### config.mk
export PLATFORM = sky130hd
export DESIGN_NAME = ring_req_arbiter
export DESIGN_NICKNAME = d
export VERILOG_FILES = /design/src/rtl/ring_req_arbiter.sv
export SDC_FILE = /design/constraint.sdc
export NUM_CORES = 1
export LEC_CHECK = 0
export ABC_CLOCK_PERIOD_IN_PS = 2400
export CORE_AREA = 10 10 178 180
export DETAILED_ROUTE_END_ITERATION = 8
export DIE_AREA = 0 0 188 190
export GPL_ROUTABILITY_DRIVEN = 0
export PLACE_DENSITY = 0.62
export SLEW_MARGIN = 20
export SYNTH_ARGS = -nofsm -noshare
export SYNTH_HDL_FRONTEND = slang
export SYNTH_SLANG_ARGS = --single-unit
### constraint.sdc
create_clock -name clk -period 2.4 [get_ports clk]
set_clock_uncertainty 0.05 [all_clocks]
set_input_delay 0.24 -clock clk [delete_from_list [all_inputs] [get_ports clk]]
set_output_delay 0.24 -clock clk [all_outputs]
set_load 0.01 [all_outputs]
### src/rtl/ring_req_arbiter.sv
// Round-robin arbiter that shares one line-fill port between NUM_REQ cores.
// Optional watchdog abort of stalled transactions: define ARB_TIMEOUT_EN.
module ring_req_arbiter #(
    parameter int NUM_REQ    = 4,
    parameter int ADDR_W     = 64,
    parameter int DATA_W     = 64,
    parameter int LINE_BEATS = 8,
    parameter int TIMEOUT    = 256
) (
    input  logic                          clk,
    input  logic                          rst_n,
    input  logic [NUM_REQ-1:0]            core_en,
    input  logic [NUM_REQ-1:0]            c_req,
    input  logic [NUM_REQ*ADDR_W-1:0]     c_addr,
    output logic [NUM_REQ-1:0]            c_gnt,
    output logic [NUM_REQ-1:0]            c_rvalid,
    output logic [DATA_W-1:0]             c_rdata,
    output logic [$clog2(LINE_BEATS)-1:0] c_beat,
    output logic [NUM_REQ-1:0]            c_done,
    output logic                          m_req,
    output logic [ADDR_W-1:0]             m_addr,
    input  logic                          m_ack,
    input  logic                          m_rvalid,
    input  logic [DATA_W-1:0]             m_rdata,
    input  logic                          m_rlast,
    output logic                          err
);
    localparam int IDX_W  = (NUM_REQ > 1) ? $clog2(NUM_REQ) : 1;
    localparam int BEAT_W = $clog2(LINE_BEATS);
    localparam int OFF_W  = $clog2(LINE_BEATS * DATA_W / 8);
    localparam logic [BEAT_W-1:0] LAST_BEAT = BEAT_W'(LINE_BEATS - 1);
    localparam logic [ADDR_W-1:0] LINE_MASK = ~((ADDR_W'(1) << OFF_W) - ADDR_W'(1));

    typedef enum logic [1:0] {IDLE, ISSUE, DATA, DONE} state_t;

    state_t              state_reg, state_next;
    logic [IDX_W-1:0]    rr_ptr_reg, rr_ptr_next;
    logic [IDX_W-1:0]    gidx_reg, gidx_next;
    logic [NUM_REQ-1:0]  gnt_reg, gnt_next;
    logic [BEAT_W-1:0]   beat_reg, beat_next;
    logic                m_req_reg, m_req_next;
    logic [ADDR_W-1:0]   m_addr_reg, m_addr_next;
    logic                err_reg, err_next;

    logic [ADDR_W-1:0]   core_addr [NUM_REQ];
    logic [NUM_REQ-1:0]  elig;
    logic                pick_found;
    logic [IDX_W-1:0]    pick_idx;
    logic [IDX_W-1:0]    cand_idx;

    generate
        for (genvar gi = 0; gi < NUM_REQ; gi++) begin : g_addr
            assign core_addr[gi] = c_addr[gi*ADDR_W +: ADDR_W];
        end
    endgenerate

    assign elig = c_req & core_en;

    // First eligible core at or after rr_ptr, scanning with wrap-around.
    always_comb begin
        pick_found = 1'b0;
        pick_idx   = '0;
        cand_idx   = '0;
        for (int k = 0; k < NUM_REQ; k++) begin
            cand_idx = IDX_W'((int'(rr_ptr_reg) + k) % NUM_REQ);
            if (!pick_found && elig[cand_idx]) begin
                pick_found = 1'b1;
                pick_idx   = cand_idx;
            end
        end
    end

`ifdef ARB_TIMEOUT_EN
    localparam int WD_W = $clog2(TIMEOUT + 1);
    localparam logic [WD_W-1:0] WD_LAST = WD_W'(TIMEOUT - 1);
    logic [WD_W-1:0] wd_reg, wd_next;
`endif

    always_comb begin
        state_next  = state_reg;
        rr_ptr_next = rr_ptr_reg;
        gidx_next   = gidx_reg;
        gnt_next    = gnt_reg;
        beat_next   = beat_reg;
        m_req_next  = m_req_reg;
        m_addr_next = m_addr_reg;
        err_next    = err_reg;
`ifdef ARB_TIMEOUT_EN
        wd_next     = '0;
`endif
        case (state_reg)
            IDLE: begin
                if (pick_found) begin
                    gidx_next   = pick_idx;
                    gnt_next    = NUM_REQ'(1) << pick_idx;
                    m_addr_next = core_addr[pick_idx] & LINE_MASK;
                    m_req_next  = 1'b1;
                    state_next  = ISSUE;
                end
            end
            ISSUE: begin
                if (m_ack) begin
                    m_req_next = 1'b0;
                    state_next = DATA;
                end
`ifdef ARB_TIMEOUT_EN
                else if (wd_reg == WD_LAST) begin
                    m_req_next = 1'b0;
                    err_next   = 1'b1;
                    state_next = DONE;
                end else begin
                    wd_next = wd_reg + WD_W'(1);
                end
`endif
            end
            DATA: begin
                if (m_rvalid) begin
                    beat_next = beat_reg + BEAT_W'(1);
                    // Either end marker closes the line; disagreement is a protocol error.
                    if (m_rlast || beat_reg == LAST_BEAT) begin
                        state_next = DONE;
                        if (m_rlast != (beat_reg == LAST_BEAT))
                            err_next = 1'b1;
                    end
                end
`ifdef ARB_TIMEOUT_EN
                else if (wd_reg == WD_LAST) begin
                    err_next   = 1'b1;
                    state_next = DONE;
                end else begin
                    wd_next = wd_reg + WD_W'(1);
                end
`endif
            end
            DONE: begin
                gnt_next    = '0;
                rr_ptr_next = (int'(gidx_reg) == NUM_REQ - 1) ? '0 : gidx_reg + IDX_W'(1);
                beat_next   = '0;
                m_addr_next = '0;
                state_next  = IDLE;
            end
            default: state_next = IDLE;
        endcase
        if (m_rvalid && state_reg != DATA)
            err_next = 1'b1;
    end

    always_ff @(posedge clk or negedge rst_n) begin
        if (!rst_n) begin
            state_reg  <= IDLE;
            rr_ptr_reg <= '0;
            gidx_reg   <= '0;
            gnt_reg    <= '0;
            beat_reg   <= '0;
            m_req_reg  <= 1'b0;
            m_addr_reg <= '0;
            err_reg    <= 1'b0;
        end else begin
            state_reg  <= state_next;
            rr_ptr_reg <= rr_ptr_next;
            gidx_reg   <= gidx_next;
            gnt_reg    <= gnt_next;
            beat_reg   <= beat_next;
            m_req_reg  <= m_req_next;
            m_addr_reg <= m_addr_next;
            err_reg    <= err_next;
        end
    end

`ifdef ARB_TIMEOUT_EN
    always_ff @(posedge clk or negedge rst_n) begin
        if (!rst_n) wd_reg <= '0;
        else        wd_reg <= wd_next;
    end
`endif

    assign c_gnt    = gnt_reg;
    assign c_rvalid = (state_reg == DATA && m_rvalid) ? gnt_reg : '0;
    assign c_rdata  = (state_reg == DATA && m_rvalid) ? m_rdata : '0;
    assign c_beat   = beat_reg;
    assign c_done   = (state_reg == DONE) ? gnt_reg : '0;
    assign m_req    = m_req_reg;
    assign m_addr   = m_addr_reg;
    assign err      = err_reg;
endmodule

==> impl_metrics.env <==
export IMPL_max_clock_freq_mhz=430
export IMPL_p_sw_frac=0.380
export IMPL_crit_fanout=20
export IMPL_grtUsageTotal=0.140
export IMPL_cts_clk_slew_worst_paths_ps=60
export IMPL_boundaryPins=478
export IMPL_drc=0
export IMPL_worstPathArrival_ps=2040
export IMPL_dp_cells=1329
export IMPL_dieArea_mm2=0.0357
export IMPL_total_leakage_power_uw=0.00447
export IMPL_antenna_found_initial=0
export IMPL_p_comb_frac=0.602
export IMPL_vias_per_cell=4.34
export IMPL_hp_class="primary input to async pin"
export IMPL_finalSetupTns_ps=0
export IMPL_rsz0062_at_grt="no"
export IMPL_initialDrtViolationCount=224
export IMPL_cts_root_buf="clkbuf_16"
export IMPL_cts_sinks=73
export IMPL_tightest_slew_ps=530
export IMPL_rrSetupSlack_ps=240
export IMPL_power_uw=8310
export IMPL_synth_seq_cells=73
export IMPL_synth_most_common_cell="mux2i_1"
export IMPL_cts_buffers=9
export IMPL_die_y_um=190
export IMPL_final_fill_count=2917
export IMPL_synth_largest_area_cell="dfrtp_1"
export IMPL_grt_max_degree=79
export IMPL_r2r_cells=6
export IMPL_synth_common_cells="mux2i_1, nand2_1, dfrtp_1"
export IMPL_dp_hpwl_um=21700
export IMPL_peakVddDrop_mv=0.515
export IMPL_fin_crit_sh=0.969
export IMPL_core_area_mm2=0.0282
export IMPL_finalSetupViolCount=0
export IMPL_pre_cts_ws_ps=7.58
export IMPL_seq_area_frac_synth=0.361
export IMPL_rr_endpoint="m_addr[31]"
export IMPL_worstPathCellList="inv_2, ha_4, buf_12, and3_4, clkdlybuf4s50_1"
export IMPL_synth_top_cell_area_share=0.361
export IMPL_status="completed"
export IMPL_p_switching_uw=3160
export IMPL_area_delta_synth_final_pct=108
export IMPL_grt_ovfl_total=0
export IMPL_hold_viol=0
export IMPL_endpoint="c_rdata[7]"
export IMPL_cpPeakStageDelay_ps=550
export IMPL_finish_utilization=0.372
export IMPL_synthArstFlopShare=1.00
export IMPL_synth_area_per_cell_um2=9.79
export IMPL_synth_main_ff_cell="dfrtp_1"
export IMPL_required_ps=2110
export IMPL_h_tree_depth=3
export IMPL_vias=5855
export IMPL_synth_edf_count=0
export IMPL_drt_first_pass_iters=5
export IMPL_portBuffers=447
export IMPL_grt_pass1_vias=6300
export IMPL_drive_gt1_frac=0.0653
export IMPL_critPathLaunch="state_reg[0]"
export IMPL_max_cap_violations=0
export IMPL_grt_first_pass_wirelength_um=39200
export IMPL_powerDensity_mw_per_mm2=791
export IMPL_pwr_share_seq=0.229
export IMPL_critPathKind="flop to output port"
export IMPL_synth_area_leaders="dfrtp_1, mux2i_1, o221ai_1"
export IMPL_maxSlewViolCount=0
export IMPL_die_x_um=188
export IMPL_p_clk_frac=0.169
export IMPL_syn_area_mm2=0.00506
export IMPL_end_kind="output port"
export IMPL_diodes=0
export IMPL_post_route_min_period_ps=2330
export IMPL_finalNetCount=1301
export IMPL_start_kind="flop"
export IMPL_drt_wirelength_per_cell_um=20.2
export IMPL_antenna_left=0
export IMPL_cts_tree="yes"
export IMPL_cp_slowest_cell="clkdlybuf4s50_1"
export IMPL_instances_no_fill=1349
export IMPL_drt_total_wl_um=27200
export IMPL_maxSlewHeadroom=0.647
export IMPL_ys_warn_count=0
export IMPL_power_internal_uw=5150
export IMPL_cts_path_max_buffers=2
export IMPL_start_util=0.179
export IMPL_postLayoutSetupSlackWorst_ps=74.3
export IMPL_rr_startpoint="state_reg[1]"
export IMPL_cts_setup_buffers=0
export IMPL_syn_inst=517
export IMPL_ys_types=38
export IMPL_worstSkewPairLatency_ps=340
export IMPL_largest_reg_flops=58
export IMPL_rows=62
## worst min path at each step
stage | to | slack, ps | depth (start not counted)
2_1_floorplan | c_beat[0] | -110 | 0
3_3_place_gp | m_addr[19] | 200 | 1
3_5_place_dp | m_addr[19] | 210 | 1
4_1_cts | m_addr[19] | 390 | 2
5_1_grt | m_addr[17] | 430 | 2
6_report | m_addr[17] | 370 | 2
## critical path, delay by kind of cell, from the launching register on
| kind | cells | cell delay [ps] |
|---|---|---|
| buf+inv | 3 | 820 |
| flops | 1 | 430 |
| fa+ha+maj | 1 | 220 |
| simple gates | 1 | 210 |
## layout by cell type (no fill, tap or decap), drive strengths merged, types with 8 or more instances in the layout
cell type	synthesis	final
clkdlybuf4s50	0	441
mux2i	116	116
o21ai	13	13
o221ai	59	59
clkbuf	29	14
and3	69	69
inv	7	8
dfrtp	73	73
buf	27	34
ha	8	8
nand2	75	75
## area by class of cell
class | count | area, µm² | area share
Timing Repair Buffer | 483 | 4950 | 0.472
Multi-Input combinational cell | 386 | 2920 | 0.278
Sequential cell | 73 | 1830 | 0.174
Tap cell | 384 | 480 | 0.0457
Clock buffer | 12 | 246 | 0.0235
Clock inverter | 4 | 51.3 | 0.00488
Inverter | 7 | 26.3 | 0.00250
## logic make-up (layout without fill, tap and decap cells)
logic type,count (synthesis),in the layout,share of synthesized area
compound gates,90,90,0.143
fa+ha+maj,8,8,0.0198
buf+inv,63,506,0.0757
flops,73,73,0.361
mux,119,119,0.236
other cells,1,6,0.000741
simple gates,163,163,0.163
## power by group through the flow
| stage | sequential, µW | combinational (µW) | clock, µW |
|---|---|---|---|
| after floorplan | 2050 | 2170 | 0 |
| after global placement | 1900 | 4810 | 0 |
| after detailed placement | 1920 | 4850 | 0 |
| after CTS | 1900 | 4860 | 1480 |
| after global routing | 1960 | 5390 | 1520 |
| final | 1910 | 5000 | 1400 |
## per-layer routing
metal | global-route usage | up-vias | wire (µm)
li1 | - | 2813 | -
met4 | 0.0265 | 0 | 258
met2 | 0.247 | 274 | 13700
met5 | 0 | - | 0
met1 | 0.161 | 2752 | 11100
met3 | 0.0485 | 16 | 2100
## stage by stage
step	cell area (µm²)	hold WS (ps)
6_report	10500	373
5_1_grt	10500	428
4_1_cts	10400	387
3_5_place_dp	10100	212
3_3_place_gp	10100	197
2_1_floorplan	5080	-106
## what timing repair did
action	CTS	global route
endpoints found under the hold margin	35	0
gates cloned	0	3
resized for setup	8	3
setup endpoints to repair	6	67
hold buffers	1	0
Power figures use the tool's default switching activity.
